<file path="src/rtl/r_return_buffer.sv">
// r_return_buffer: R-channel return ring buffer, FWFT toward the master port.
// Optional macro R_BURST_CNT_EN adds burst_cnt/burst_avail (buffered bursts).
module r_return_buffer #(
  parameter int DATA_WIDTH    = 32,
  parameter int ID_WIDTH      = 8,
  parameter int pending_depth = 4
) (
  input  logic                               ACLK,
  input  logic                               ARESETn,
  input  logic [ID_WIDTH-1:0]                in_RID,
  input  logic [DATA_WIDTH-1:0]              in_RDATA,
  input  logic [1:0]                         in_RRESP,
  input  logic                               in_RLAST,
  input  logic                               in_RVALID,
  output logic                               in_RREADY,
  output logic [ID_WIDTH-1:0]                RID,
  output logic [DATA_WIDTH-1:0]              RDATA,
  output logic [1:0]                         RRESP,
  output logic                               RLAST,
  output logic                               RVALID,
  input  logic                               RREADY,
`ifdef R_BURST_CNT_EN
  output logic [$clog2(pending_depth):0]     burst_cnt,
  output logic                               burst_avail,
`endif
  output logic [$clog2(pending_depth):0]     count,
  output logic                               full,
  output logic                               empty
);

  localparam int PTR_W = $clog2(pending_depth);
  localparam int CNT_W = PTR_W + 1;

  typedef struct packed {
    logic [ID_WIDTH-1:0]   id;
    logic [DATA_WIDTH-1:0] data;
    logic [1:0]            resp;
    logic                  last;
  } entry_t;

  entry_t            mem_q [pending_depth];
  entry_t            wr_entry;
  entry_t            head;

  logic [PTR_W-1:0]  front_q, front_d;
  logic [PTR_W-1:0]  back_q, back_d;
  logic [CNT_W-1:0]  count_q, count_d;
  logic              push;
  logic              pop;

  // Status flags and handshakes, all from registered state.
  always_comb begin
    empty     = (count_q == '0);
    full      = (count_q == CNT_W'(pending_depth));
    count     = count_q;
    in_RREADY = ARESETn & ~full;
    RVALID    = ~empty;
    push      = in_RVALID & in_RREADY;
    pop       = RVALID & RREADY;
    wr_entry  = '{id: in_RID, data: in_RDATA,
                  resp: in_RRESP, last: in_RLAST};
  end

  // Head entry presented to the master, zeroed while empty.
  always_comb begin
    head = '0;
    if (!empty) begin
      head = mem_q[front_q];
    end
    RID   = head.id;
    RDATA = head.data;
    RRESP = head.resp;
    RLAST = head.last;
  end

  // Pointer and occupancy next-state.
  always_comb begin
    front_d = front_q;
    back_d  = back_q;
    count_d = count_q;
    if (push) begin
      back_d = back_q + 1'b1;
    end
    if (pop) begin
      front_d = front_q + 1'b1;
    end
    unique case ({push, pop})
      2'b10:   count_d = count_q + CNT_W'(1);
      2'b01:   count_d = count_q - CNT_W'(1);
      default: count_d = count_q;
    endcase
  end

  // Pointer and occupancy registers.
  always_ff @(posedge ACLK or negedge ARESETn) begin
    if (!ARESETn) begin
      front_q <= '0;
      back_q  <= '0;
      count_q <= '0;
    end else begin
      front_q <= front_d;
      back_q  <= back_d;
      count_q <= count_d;
    end
  end

  // Beat storage; contents need no reset since count gates visibility.
  always_ff @(posedge ACLK) begin
    if (push) begin
      mem_q[back_q] <= wr_entry;
    end
  end

`ifdef R_BURST_CNT_EN
  logic [CNT_W-1:0] burst_cnt_q, burst_cnt_d;
  logic             burst_in;
  logic             burst_out;

  // Count of buffered beats carrying RLAST, i.e. complete bursts.
  always_comb begin
    burst_in    = push & in_RLAST;
    burst_out   = pop & head.last;
    burst_cnt_d = burst_cnt_q;
    unique case ({burst_in, burst_out})
      2'b10:   burst_cnt_d = burst_cnt_q + CNT_W'(1);
      2'b01:   burst_cnt_d = burst_cnt_q - CNT_W'(1);
      default: burst_cnt_d = burst_cnt_q;
    endcase
    burst_cnt   = burst_cnt_q;
    burst_avail = (burst_cnt_q != '0);
  end

  // Burst counter register.
  always_ff @(posedge ACLK or negedge ARESETn) begin
    if (!ARESETn) begin
      burst_cnt_q <= '0;
    end else begin
      burst_cnt_q <= burst_cnt_d;
    end
  end
`endif

endmodule

</file>
<file path="config.mk">
export PLATFORM = sky130hd
export DESIGN_NAME = r_return_buffer
export DESIGN_NICKNAME = d
export VERILOG_FILES = /design/src/rtl/r_return_buffer.sv
export SDC_FILE = /design/constraint.sdc
export NUM_CORES = 1
export LEC_CHECK = 0
export CORE_ASPECT_RATIO = 0.6
export CORE_UTILIZATION = 39
export DETAILED_ROUTE_END_ITERATION = 16
export RECOVER_POWER = 100
export SYNTH_ARGS = -nofsm -noshare
export SYNTH_HDL_FRONTEND = slang
export SYNTH_SLANG_ARGS = --single-unit
</file>
<file path="constraint.sdc">
create_clock -name ACLK -period 2.28 [get_ports ACLK]
set_clock_uncertainty 0.15 [all_clocks]
set_input_delay 0.684 -clock ACLK [delete_from_list [all_inputs] [get_ports ACLK]]
set_output_delay 0.684 -clock ACLK [all_outputs]
set_load 0.02 [all_outputs]
</file>
======== Word-level counts from Yosys, hierarchy flattened ========
Memories as Yosys holds them, arrays and structs flattened.
Index checks and enable logic that the tools add are counted.
W data, S select, Z words.
operators by class
  add/sub/neg operators ................... 4
  eq/ne operators ......................... 3
  muxes and demuxes ....................... 4
  bitwise logic cells ..................... 5
  reduce and logical (&&, ||, !) cells .... 2
operators with widths
  operator               count
  $mux W43               1
  $pmux W3 S2            1
  $add A2 B1 Y2 const B  2
  $add A3 B1 Y3 const B  1
  $and A1 B1 Y1          3
  $eq A3 B3 Y1 const B   1
  $logic_not A3 Y1       1
  $sub A3 B1 Y3 const B  1
  $eq A2 B1 Y1 const B   1
  $eq A2 B2 Y1 const B   1
  $mux W1                2
  $not A1 Y1             2
  $reduce_bool A2 Y1     1
word-level totals
  flip-flop bits (word level) ............. 7
  bits in writable memories ............... 172
  input port bits ......................... 47
  output and inout port bits .............. 50
  word-level logic and storage cells ...... 22
  memories kept ........................... 1
memories
  name   words  bits a word  rd ports  clocked after Yosys merged registers in  wr ports  line  source
  mem_q  4      43           1         0                                        1         41    entry_t mem_q [pending_depth];

======== Logic depth before layout (Yosys ltp) ========
  word-level depth ........................ 6
  mapped depth ............................ 9
  mapped depth without buffers ............ 9

======== Worst setup path after synthesis ========
Ideal clock, no wire load.
  kind .................................... reg-to-reg
  from .................................... register count_q[2] (netlist: count[2])
  to ...................................... memory mem_q[0][0] (netlist bit), enable pin
  library setup time ...................... 0.405 ns
  arrival time ............................ 2.124 ns
  required time ........................... 1.725 ns
  setup slack ............................. -0.398 ns
  cell stages (with the launch flop) ...... 4
  cells stage by stage .................... dfrtp_1 nor3b_1 nor2_1 and2_1
between the ends
  cells in the longest elaborated chain, start to end .. 6
RTL lines
  what                           line  source
  from (decl)                    47    logic [CNT_W-1:0] count_q, count_d;
  from (signal assigned)         103   count_q <= count_d;
  $eq A3 B3 Y1                   54    full = (count_q == CNT_W'(pending_depth));
  net full                       27    output logic full,
  $not A1 Y1                     56    in_RREADY = ARESETn & ~full;
  $and A1 B1 Y1                  56
  $and A1 B1 Y1                  58    push = in_RVALID & in_RREADY;
  $mux W1                        109   if (push) begin
  $mux W1 (implied by the code)  110   mem_q[back_q] <= wr_entry;
  to (decl)                      41
The timed path passes the listed nets, and every way through them passes these cells.

======== Worst setup path after layout ========
  from .................................... register front_q[0]
  to ...................................... output port RLAST
between the ends
  cells in the longest elaborated chain, start to end .. 2
RTL lines
  what                    line  source
  from (decl)             45    logic [PTR_W-1:0] front_q, front_d;
  from (signal assigned)  101   front_q <= front_d;
  $mem_v2 Z4 W43          -
  $mux W43                67    if (!empty) begin
  to (decl)               19    output logic RLAST,
No other way between the ends.

==> run_results.csv <==
group,metric,value,unit
timing,fin_crit,2.81,ns
routing,drtIter0Drc,242,
critical_path,endpoint_kind,"primary output",
clock_tree,cts_sinks,179,
logic_synthesis,synth-edff-count,172,
worst_hold_path,hold_path_class,"flop to flop",
clock_tree,h-tree-depth,4,
place,dpl_worst_slack,-0.536,ns
place,hpwl,8470,um
logic_synthesis,syn_avg_cell_area,22.3,um2
critical_path,reg2regPathDepth,9,
grt,track_usage,15.6,%
routing,ant_nets,0,
critical_path,crit_path_max_fanout,6,
floorplanning,pin_count,97,
worst_hold_path,hold_end,"back_q[1]",
logic_synthesis,syn_area,6980,um2
routing,dr_total_vias,3444,
routing,viasPerCell,4.91,
routing,wl,13400,um
critical_path,worstPathArrival,1.97,ns
logic_synthesis,syn-num-nets,366,
finish,final_cells,701,
finish,fill_cells,1334,
power_and_ir_drop,p_per_area,1340,nW/um2
critical_path,path_cells,"buf_6 -> buf_8 -> buf_6 -> mux4_2 -> and2_4 -> buf_6",
timing,tns,-48.00,ns
timing,drv_slew,0,
clock_tree,holdBufCountCts,0,
power_and_ir_drop,ir_drop,0.635,mV
status,failed_checks,"negative setup slack",
critical_path,cp_num_buf_inv,4,
routing,wl_per_cell,19.2,um
grt,grt_remaining_overflow,0,
grt,grt_max_degree,29,
grt,met3_usage,4.91,%
logic_synthesis,synth_ff_type,"edfxtp_1",
status,status,"finished with violations",
clock_tree,clkLatencyLatePin,0.41,ns
clock_tree,cts_made_buffers,17,
logic_synthesis,synth_async_sr_flop_share,3.91,%
timing,final-hold-violation-count,0,
place,dp.cells,657,
floorplanning,die_area,18500,um2
clock_tree,cts_tree,"done",
worst_hold_path,hold_depth,1,
floorplanning,die_y,106,um
finish,drive_gt1_share,45.1,%
power_and_ir_drop,leakage,3.29,nW
critical_path,crit-reg2reg-capture,"count[2]",
critical_path,criticalPathCategory,"flop to primary output",
grt,gr-usage-met1,21.4,%
timing,fmax,356,MHz
routing,drc_errors,0,
timing,slew_headroom,73.3,%
finish,area_growth,34.4,%
logic_synthesis,ys_seq_area_share,76.5,%
logic_synthesis,syn_inst,313,
timing,finalWorstSetupSlack,-0.527,ns
grt,met2_usage,24.1,%
clock_tree,clk_pin_slew_worst_paths,0.06,ns
floorplanning,rows,37,
critical_path,critPathMaxStageDelay,0.49,ns
worst_hold_path,hold_start,"back_q[1]",
critical_path,cpMostUsedCell,"buf_6",
timing,worst_pin_slew,0.401,ns
grt,grt-busiest-layer,"met2",
critical_path,startpoint_type,"flop",
place,numPortBuffers,96,
critical_path,critical_path.slowest_cell,"dfrtp_4",
finish,nNetsFinal,504,
grt,first_global_vias,3671,
critical_path,crit_required,1.45,ns
logic_synthesis,synth_seq_cells,179,
timing,finalCritPeriodShare,123,%
timing,setup_viol,220,
critical_path,rrSetupSlack,-0.01,ns
critical_path,startpoint,"front_q[0]",
logic_synthesis,yosysWarnings,0,
timing,rsz0062_at_grt,"true",
place,gp_congestion,0.715,
critical_path,path_delay_family,"buffers and inverters",
grt,grt_pass1_wl,20900,um
critical_path,timing.rr.start,"count[0]",
run,max-cap-violations,0,
clock_tree,clockRootBuffer,"clkbuf_16",
logic_synthesis,yosysUniqueCellTypes,22,
floorplanning,start_util,40.3,%
floorplanning,core-area,17300,um2
routing,drt-pass1-iter-count,4,
floorplanning,die_w,175,um
clock_tree,cts.path.max_buffers,2,
grt,antenna_found_initial,4,
==> layout make-up <==
type / instances / area [um2] / area share (%)
Antenna cell: 4 / 10.0 / 0.107
Clock buffer: 18 / 429 / 4.57
Clock inverter: 13 / 109 / 1.16
Inverter: 7 / 31.3 / 0.333
Multi-Input combinational cell: 112 / 1590 / 17.0
Sequential cell: 179 / 5350 / 56.9
Tap cell: 234 / 293 / 3.12
Timing Repair Buffer: 134 / 1580 / 16.8
==> Yosys cell counts (2+ instances only) <==
library cell / number / share of area [%]
mux4_2: 38 / 12
inv_1: 7 / 0.38
nor2_1: 2 / 0.11
clkbuf_1: 4 / 0.21
xor2_1: 3 / 0.38
ha_1: 5 / 0.90
xnor2_1: 3 / 0.38
edfxtp_1: 172 / 74
buf_2: 6 / 0.43
and2_1: 48 / 4.3
mux4_1: 5 / 1.9
dfrtp_1: 7 / 2.5
buf_12: 4 / 1.1
==> kinds of logic after synthesis <==
kind of cell	Yosys count	synth area share [%]
mux	45	14.4
simple gates	55	4.84
xor+xnor	6	0.753
flops	179	76.5
buf+inv	22	2.33
fa+ha+maj	6	1.18
==> metal layers <==
metal	vias up	share of wire, %
met3	14	6.6
met1	1786	47
met4	0	0.76
li1	1529	-
met2	115	46
met5	-	0
==> flip-flops by register name, indices dropped and copies added, names as in the netlist <==
register and cells:
back_q 2, front_q 2, mem_q 172, count 3
==> where the power goes <==
group	internal [W]	switching (W)
Combinational	0.00325	0.00252
Sequential	0.00403	0.000114
Clock	0.00150	0.00117
Total	0.00878	0.00380
==> how the worst max path moves through the flow <==
stage / end / slack (ns) / cells past startpoint
finish: RLAST / -0.53 / 6
global route: RLAST / -0.60 / 6
CTS: RDATA[17] / -0.61 / 6
detailed placement: RDATA[0] / -0.54 / 4
global placement: RDATA[0] / -0.51 / 4
floorplan: count[2] / 0.007 / 9
==> cell usage in the layout, fill, tap and decap left out, types with 2 or more instances in the layout <==
cell             instances
xnor2_1                  3
mux4_2                  43
buf_6                   49
ha_1                     5
clkbuf_2                 2
and2_2                   4
nor2_1                   2
and2_4                  43
edfxtp_1               172
buf_4                    5
buf_8                    3
dlygate4sd3_1           44
clkinv_2                 7
clkdlybuf4s50_1          2
clkinv_4                 2
buf_12                  21
diode_2                  4
inv_6                    4
dlygate4sd2_1            3
clkbuf_16               17
inv_1                    5
xor2_1                   3
clkbuf_1                 4
dfrtp_1                  5
==> timing repair <==
item | in CTS | in global routing
pin swaps | 28 | 5
endpoints found under the setup margin | 52 | 47
gates resized for setup | 344 | 15
buffers inserted | 7 | 3
cloned | 3 | 0
==> per-stage QoR <==
stage	util (%)	power, W	hold slack [ns]	cell area (um2)
2_1_floorplan	-	0.00701	0.238	7000
3_3_place_gp	49.3	0.00901	0.393	8540
3_5_place_dp	49.3	0.00904	0.413	8540
4_1_cts	54.4	0.0128	0.427	9430
5_1_grt	54.2	0.0131	0.446	9380
6_report	54.2	0.0126	0.423	9390
Power figures use the tool's default switching activity.
